### src/rtl/rom_burst_reader_if.sv
// -----------------------------------------------------------------------------
// rom_burst_reader_if
//
// Purpose:
//   Groups every non-clock/reset signal of rom_burst_reader into one bundle:
//   the client request (start/start_addr/count/abort), the ROM address/data
//   pair, and the downstream valid/ready stream plus status.
//
// Modports:
//   slave  - the burst reader itself: consumes requests and ROM data, drives
//            the ROM address, the output stream and busy/done.
//   master - the surroundings (client + ROM + consumer): the mirror image.
//
// Signal summary:
//   start       1-cycle run request, honoured only while idle
//   start_addr  first ROM address of the run
//   count       number of words, 0..2**ADDR_W (0 = no-op)
//   abort       cancel the run in progress
//   rom_addr    address presented to the combinational ROM
//   rom_data    ROM word for rom_addr (same cycle)
//   out_data    registered word offered to the consumer
//   out_valid   out_data holds an undelivered word
//   out_ready   consumer takes the word this cycle
//   busy        reader is not idle
//   done        1-cycle pulse after the last word of a run is taken
// -----------------------------------------------------------------------------
interface rom_burst_reader_if #(
    parameter int ADDR_W = 9,
    parameter int DATA_W = 16
);
    logic              start;
    logic [ADDR_W-1:0] start_addr;
    logic [ADDR_W:0]   count;
    logic              abort;
    logic [ADDR_W-1:0] rom_addr;
    logic [DATA_W-1:0] rom_data;
    logic [DATA_W-1:0] out_data;
    logic              out_valid;
    logic              out_ready;
    logic              busy;
    logic              done;

    modport slave (
        input  start,
        input  start_addr,
        input  count,
        input  abort,
        input  rom_data,
        input  out_ready,
        output rom_addr,
        output out_data,
        output out_valid,
        output busy,
        output done
    );

    modport master (
        output start,
        output start_addr,
        output count,
        output abort,
        output rom_data,
        output out_ready,
        input  rom_addr,
        input  out_data,
        input  out_valid,
        input  busy,
        input  done
    );
endinterface

### src/rtl/rom_burst_reader.sv
// -----------------------------------------------------------------------------
// rom_burst_reader
//
// Purpose:
//   Sequencer in front of a combinational ROM. A client asks for `count`
//   consecutive words starting at `start_addr`; the reader walks a pointer
//   through the ROM (wrapping modulo 2**ADDR_W), registers each word and
//   streams it downstream over a valid/ready handshake at up to one word per
//   cycle. Used for boot / microcode loading.
//
// Ports:
//   clk      in  rising-edge clock
//   reset_n  in  asynchronous active-low reset
//   bus      rom_burst_reader_if.slave - request, ROM and stream signals
//
// Timing:
//   start (sampled in IDLE) -> FETCH -> SEND with out_valid=1, i.e. the first
//   word is visible two cycles after start. With out_ready held high one word
//   is delivered per cycle; done pulses the cycle after the last transfer.
// -----------------------------------------------------------------------------
module rom_burst_reader #(
    parameter int ADDR_W = 9,
    parameter int DATA_W = 16
) (
    input  logic               clk,
    input  logic               reset_n,
    rom_burst_reader_if.slave  bus
);

    typedef enum logic [1:0] {
        ST_IDLE  = 2'd0,
        ST_FETCH = 2'd1,
        ST_SEND  = 2'd2
    } state_t;

    localparam logic [ADDR_W-1:0] PTR_ONE  = ADDR_W'(1);
    localparam logic [ADDR_W:0]   CNT_ONE  = (ADDR_W+1)'(1);
    localparam logic [ADDR_W:0]   CNT_ZERO = '0;

    // -------------------------------------------------------------------------
    // State registers
    // -------------------------------------------------------------------------
    state_t            r_state;
    logic [ADDR_W-1:0] r_ptr;        // address currently presented to the ROM
    logic [ADDR_W:0]   r_remaining;  // words still to be fetched from the ROM
    logic [DATA_W-1:0] r_out_data;
    logic              r_out_valid;
    logic              r_done;

    // -------------------------------------------------------------------------
    // Next-state values
    // -------------------------------------------------------------------------
    state_t            w_state_next;
    logic [ADDR_W-1:0] w_ptr_next;
    logic [ADDR_W:0]   w_remaining_next;
    logic [DATA_W-1:0] w_out_data_next;
    logic              w_out_valid_next;
    logic              w_done_next;

    // Pointer step and word capture are shared by FETCH and by an accepted
    // transfer in SEND, so they are computed once here.
    logic [ADDR_W-1:0] w_ptr_inc;
    logic [ADDR_W:0]   w_remaining_dec;
    logic              w_accept;

    // The increment simply overflows its ADDR_W bits, which gives the
    // required wrap from the last ROM address back to address zero.
    assign w_ptr_inc       = r_ptr + PTR_ONE;
    assign w_remaining_dec = r_remaining - CNT_ONE;
    assign w_accept        = r_out_valid && bus.out_ready;

    // -------------------------------------------------------------------------
    // Next-state / datapath logic
    // -------------------------------------------------------------------------
    always_comb begin
        // Default: hold everything, and done is a pulse so it falls back to 0.
        w_state_next     = r_state;
        w_ptr_next       = r_ptr;
        w_remaining_next = r_remaining;
        w_out_data_next  = r_out_data;
        w_out_valid_next = r_out_valid;
        w_done_next      = 1'b0;

        unique case (r_state)
            ST_IDLE: begin
                // abort is meaningless here; only start is looked at.
                if (bus.start) begin
                    if (bus.count != CNT_ZERO) begin
                        w_ptr_next       = bus.start_addr;
                        w_remaining_next = bus.count;
                        w_state_next     = ST_FETCH;
                    end else begin
                        // Empty run: acknowledge it without leaving IDLE.
                        w_done_next = 1'b1;
                    end
                end
            end

            ST_FETCH: begin
                if (bus.abort) begin
                    w_out_valid_next = 1'b0;
                    w_state_next     = ST_IDLE;
                end else begin
                    // rom_addr already equals the first address of the run,
                    // so the ROM output is the first word.
                    w_out_data_next  = bus.rom_data;
                    w_ptr_next       = w_ptr_inc;
                    w_remaining_next = w_remaining_dec;
                    w_out_valid_next = 1'b1;
                    w_state_next     = ST_SEND;
                end
            end

            ST_SEND: begin
                if (bus.abort) begin
                    // The offered word is dropped; no done for an aborted run.
                    w_out_valid_next = 1'b0;
                    w_state_next     = ST_IDLE;
                end else if (w_accept) begin
                    if (r_remaining != CNT_ZERO) begin
                        // The pointer already sits on the next word, so it can
                        // replace the accepted one in the same cycle.
                        w_out_data_next  = bus.rom_data;
                        w_ptr_next       = w_ptr_inc;
                        w_remaining_next = w_remaining_dec;
                        w_out_valid_next = 1'b1;
                    end else begin
                        w_out_valid_next = 1'b0;
                        w_done_next      = 1'b1;
                        w_state_next     = ST_IDLE;
                    end
                end
                // Otherwise out_data/out_valid stay put until the consumer
                // takes the word.
            end

            default: begin
                w_out_valid_next = 1'b0;
                w_state_next     = ST_IDLE;
            end
        endcase
    end

    // -------------------------------------------------------------------------
    // State register
    // -------------------------------------------------------------------------
    always_ff @(posedge clk or negedge reset_n) begin
        if (!reset_n) begin
            r_state     <= ST_IDLE;
            r_ptr       <= '0;
            r_remaining <= '0;
            r_out_data  <= '0;
            r_out_valid <= 1'b0;
            r_done      <= 1'b0;
        end else begin
            r_state     <= w_state_next;
            r_ptr       <= w_ptr_next;
            r_remaining <= w_remaining_next;
            r_out_data  <= w_out_data_next;
            r_out_valid <= w_out_valid_next;
            r_done      <= w_done_next;
        end
    end

    // -------------------------------------------------------------------------
    // Outputs
    // -------------------------------------------------------------------------
    assign bus.rom_addr  = r_ptr;
    assign bus.out_data  = r_out_data;
    assign bus.out_valid = r_out_valid;
    assign bus.busy      = (r_state != ST_IDLE);
    assign bus.done      = r_done;

endmodule
### src/flat_wrapper.sv
// flat-port wrapper written by rule: the top's interface ports become plain ports
module rom_burst_reader_flat 
#(
    parameter int ADDR_W = 9,
    parameter int DATA_W = 16
)
  (clk, reset_n, bus_start, bus_start_addr, bus_count, bus_abort, bus_rom_data, bus_out_ready, bus_rom_addr, bus_out_data, bus_out_valid, bus_busy, bus_done);
  rom_burst_reader_if #(.ADDR_W(ADDR_W), .DATA_W(DATA_W)) bus_i ();
  input  logic clk;
  input  logic reset_n;
  input wire logic [$bits(bus_i.start)-1:0] bus_start;
  input wire logic [$bits(bus_i.start_addr)-1:0] bus_start_addr;
  input wire logic [$bits(bus_i.count)-1:0] bus_count;
  input wire logic [$bits(bus_i.abort)-1:0] bus_abort;
  input wire logic [$bits(bus_i.rom_data)-1:0] bus_rom_data;
  input wire logic [$bits(bus_i.out_ready)-1:0] bus_out_ready;
  output wire logic [$bits(bus_i.rom_addr)-1:0] bus_rom_addr;
  output wire logic [$bits(bus_i.out_data)-1:0] bus_out_data;
  output wire logic [$bits(bus_i.out_valid)-1:0] bus_out_valid;
  output wire logic [$bits(bus_i.busy)-1:0] bus_busy;
  output wire logic [$bits(bus_i.done)-1:0] bus_done;
  assign bus_i.start = bus_start;
  assign bus_i.start_addr = bus_start_addr;
  assign bus_i.count = bus_count;
  assign bus_i.abort = bus_abort;
  assign bus_i.rom_data = bus_rom_data;
  assign bus_i.out_ready = bus_out_ready;
  assign bus_rom_addr = bus_i.rom_addr;
  assign bus_out_data = bus_i.out_data;
  assign bus_out_valid = bus_i.out_valid;
  assign bus_busy = bus_i.busy;
  assign bus_done = bus_i.done;
  rom_burst_reader #(.ADDR_W(ADDR_W), .DATA_W(DATA_W)) u_core (.clk(clk), .reset_n(reset_n), .bus(bus_i));
endmodule
### config.mk
export PLATFORM = sky130hd
export DESIGN_NAME = rom_burst_reader_flat
export DESIGN_NICKNAME = d
export VERILOG_FILES = /design/src/rtl/rom_burst_reader_if.sv /design/src/rtl/rom_burst_reader.sv /design/src/flat_wrapper.sv
export SDC_FILE = /design/constraint.sdc
export NUM_CORES = 1
export LEC_CHECK = 0
export BUFFER_PORTS_ARGS = -buffer_cell sky130_fd_sc_hd__buf_2
export CAP_MARGIN = 25
export CORE_ASPECT_RATIO = 0.9
export CORE_UTILIZATION = 45
export DETAILED_ROUTE_END_ITERATION = 10
export GPL_TIMING_DRIVEN = 0
export PLACE_DENSITY = 0.76
export SETUP_SLACK_MARGIN = 0.4
export SYNTH_ARGS = -nofsm -noshare
export SYNTH_HDL_FRONTEND = slang
export SYNTH_SLANG_ARGS = --single-unit
### constraint.sdc
create_clock -name clk -period 3.8 [get_ports clk]
set_clock_uncertainty 0.05 [all_clocks]
set_input_delay 0.38 -clock clk [delete_from_list [all_inputs] [get_ports clk]]
set_output_delay 0.38 -clock clk [all_outputs]
set_load 0.005 [all_outputs]
==> summary.md <==
| Metric | Value |
|---|---|
| GRT Overall Usage | `0.206` |
| Fraction of layout cells with a size suffix above 1 | `0.372` |
| CTS Hold Bufs | `0` |
| Largest family of logic cells by synthesized area | `simple AND/OR/NAND/NOR gates` |
| Cell Pwr Density | `between 900 and 1000 nW/um^2` |
| DR WL met3 | `353 um` |
| Setup total negative slack | `0 ns` |
| Synthesized area | `2220 um^2` |
| Clk Latency, worst-skew pair | `0.29 ns` |
| Met1 Routed Length | `roughly 2400 um` |
| Met2 wire len | `approximately 2300 um` |
| Initial DRC count | `172` |
| Max VDD drop | `~0.37 mV` |
| Die Wd | `roughly 76 um` |
| Largest net degree at the start of global routing | `40` |
| I/O Buffers | `67` |
| Multi-input gate area | `approximately 1200 um^2` |
| Total CTS buffers | `5` |
| Cts repair resizes | `0` |
| Synth cell types | `50` |
| Routed vias | `1988` |
| Status | `finished, final reports clean` |
| HPWL Detailed | `about 3700 um` |
| CP max stage delay | `roughly 0.51 ns` |
| Setup Buffers After CTS | `0` |
| Worst Tran Pin Value | `0.896 ns` |
| Critical Path AT | `around 2.6 ns` |
| DIE AREA | `5220 um^2` |
| #FFs+latches synth | `39` |
| Mux cell area share after synthesis | `0.114` |
| Antenna fix cells | `0` |
| Simple-Gate Fraction of Synth Area | `0.212` |
| GP Congestion | `approximately 0.85` |
| RSZ-0062 raised after global routing | `false` |
| Final hold vios | `0` |
| Max-slew violations | `0` |
| Tcrit/Tclk final | `0.652` |
| Syn Nets | `263` |
| CTS tree | `built` |
| Htree depth | `2` |
| Post-route cell area | `between 2000 and 3000 um^2` |
| First-pass GRT wire length | `a little over 8000 um` |
| Highest-delay cell along the critical path | `nor4b_2` |
| CP Capture Type | `register` |
| Synth area leader | `dfrtp_1` |
| Initial core utilization | `0.482` |
| Clk slew on worst S/H paths | `around 0.080 ns` |
| EDFF count, synth | `0` |
| Setup violations, final | `0` |
| Tmin final | `2.48 ns` |
| Vias per cell | `approximately 5.6` |
| Worst rel slew slack | `0.403` |
| Synth Area in Adders | `0.0451` |
| Pleak | `roughly 1.3 nW` |
| CTS root buf | `clkbuf_8` |
| Syn Inst Count | `approximately 220` |
| Remaining Overflow, GRT | `0` |
| Sequential-to-total area share from yosys stat | `0.439` |
| WL/cell | `between 10 and 15 um` |
| I/O pin count | `just under 70` |
| Antenna violations before repair | `0` |
| Syn-to-layout area delta | `24.6%` |
| Fill cell count | `425` |
| Compound-Gate Fraction of Synth Area | `0.155` |
| Placed Area | `around 2600 um^2` |
| Post-Synth XOR/XNOR Area | `0` |
| Post-synth ARST share | `1.00` |
| Yosys warning count | `0` |
| MaxCap Viol Count | `0` |
| Type of origin of the critical path | `register` |
| Die Span Y | `just under 70 um` |
| FMAX | `404 MHz` |
| Final antenna-violating net count | `0` |
| Register area | `between 900 and 1000 um^2` |
| Final #Nets | `337` |
| Critical Path RT | `between 3 and 4 ns` |
| TritonCTS Sinks | `39` |
| Site Rows | `23` |
| Overall Power | `2.52 mW` |
| WL final | `between 5000 and 6000 um` |
| Crit Path Class | `register to register` |
| Syn avg cell area | `approximately 10 um^2` |
| Main synth FF type | `dfrtp_1` |
| Vias in the first global route | `1792` |
| CTS Buffer Depth | `2` |
| Worst hold slack | `approximately 0.15 ns` |
| CORE AREA | `roughly 4600 um^2` |
| Worst hold path class | `input pin to async pin` |
| Yosys top cell area share | `0.439` |
| DRC violations left | `0` |
| CP Cell Sequence | `inv_1 -> ha_1 -> nor2b_1 -> nor4b_2 -> nand3_1 -> buf_2 -> o22ai_1 -> nor3_2` |
| Synth area leaders | `dfrtp_1, mux2_2, ha_1` |
| DRT Pass-1 Iters | `5` |
| Top sig layer | `met4` |
| CP Max Fanout | `10` |
## synthesized netlist by cell type (all sizes together) (5+ instances only)
cell type and n:
nor3 9, o21ai 11, nand2 15, o22ai 11
mux2 17, a21oi 9, nor2 20, buf 5
dfrtp 39, inv 6, ha 8, nand3 15
## area by class of cell
type | count | share of cell area
flip-flops and latches | 39 | 0.353
plain buffers | 7 | 0.0172
well taps | 62 | 0.0280
clock buffers | 6 | 0.0262
inverters | 7 | 0.00950
repair buffers | 67 | 0.121
clock inverters | 2 | 0.0217
multi-input cells | 162 | 0.423
## path summary, 6_finish.rpt
path	from	slack, ns	to	cells past startpoint
setup / recovery	u_core.r_state[0]	1.32	u_core.r_remaining[3]	8
hold / removal	reset_n	0.15	u_core.bus.done	1
setup reg to reg	u_core.r_state[0]	1.32	u_core.r_remaining[3]	8
hold reg to reg	u_core.bus.out_data[3]	0.45	u_core.bus.out_data[3]	1
max in group asynchronous	reset_n	2.98	u_core.r_remaining[5]	1
min in group clk	bus_start	0.26	u_core.bus.done	3
## placed cells by master, fill, tap and decap left out, types with 3 or more instances in the layout
cell type,instances
buf_2,69
dfrtp_1,39
nor2_1,18
nand2_1,15
nand3_1,14
mux2_2,11
o22ai_1,11
o21ai_0,10
a21oi_1,9
ha_1,8
nor3_1,7
inv_1,6
mux2_4,6
clkbuf_8,5
and3_1,4
mux2i_1,4
nand4_1,4
nor2b_1,3
nand2b_1,3
clkbuf_1,3
a211oi_1,3
## worst max-delay path, delay by kind of cell, from the launching register on
family          cells  cell delay [ns]
simple gates        4             1.11
flops               1             0.40
buf+inv             2             0.38
fa+ha+maj           1             0.28
compound gates      1             0.15
## logic make-up (layout without fill, tap and decap cells)
logic type               count (synthesis)  in the layout
AND/OR/NAND/NOR                         83             83
multiplexers                            21             21
flip-flops                              39             39
adder cells (fa/ha/maj)                  8              8
AO/OA/AOI/OAI                           50             50
buffers and inverters                   14             89
## layer usage
| layer | track usage | vias up |
|---|---|---|
| li1 | - | 945 |
| met3 | 0.0487 | 8 |
| met2 | 0.332 | 91 |
| met4 | 0.0505 | 0 |
| met5 | 0 | - |
| met1 | 0.284 | 944 |
## sequential cells by signal (all words and copies together), names as in the netlist
register and flops:
u_core.bus.out_valid 1, u_core.r_state 2, u_core.bus.done 1, u_core.bus.rom_addr 9, u_core.r_remaining 10, u_core.bus.out_data 16
## metrics by stage
| stage | util | cells | setup WS [ns] |
|---|---|---|---|
| final | 0.601 | 352 | 1.32 |
| after global routing | 0.601 | 352 | 1.14 |
| after CTS | 0.601 | 352 | 1.35 |
| after detailed placement | 0.572 | 344 | 1.37 |
| after global placement | 0.572 | 344 | 1.35 |
| after floorplan | - | 215 | 1.67 |
## power by group
| part | switching [mW] | internal [mW] |
|---|---|---|
| Combinational | 0.657 | 0.617 |
| Clock | 0.150 | 0.263 |
| Sequential | 0.205 | 0.632 |
| Total | 1.01 | 1.51 |
Power figures use the tool's default switching activity.
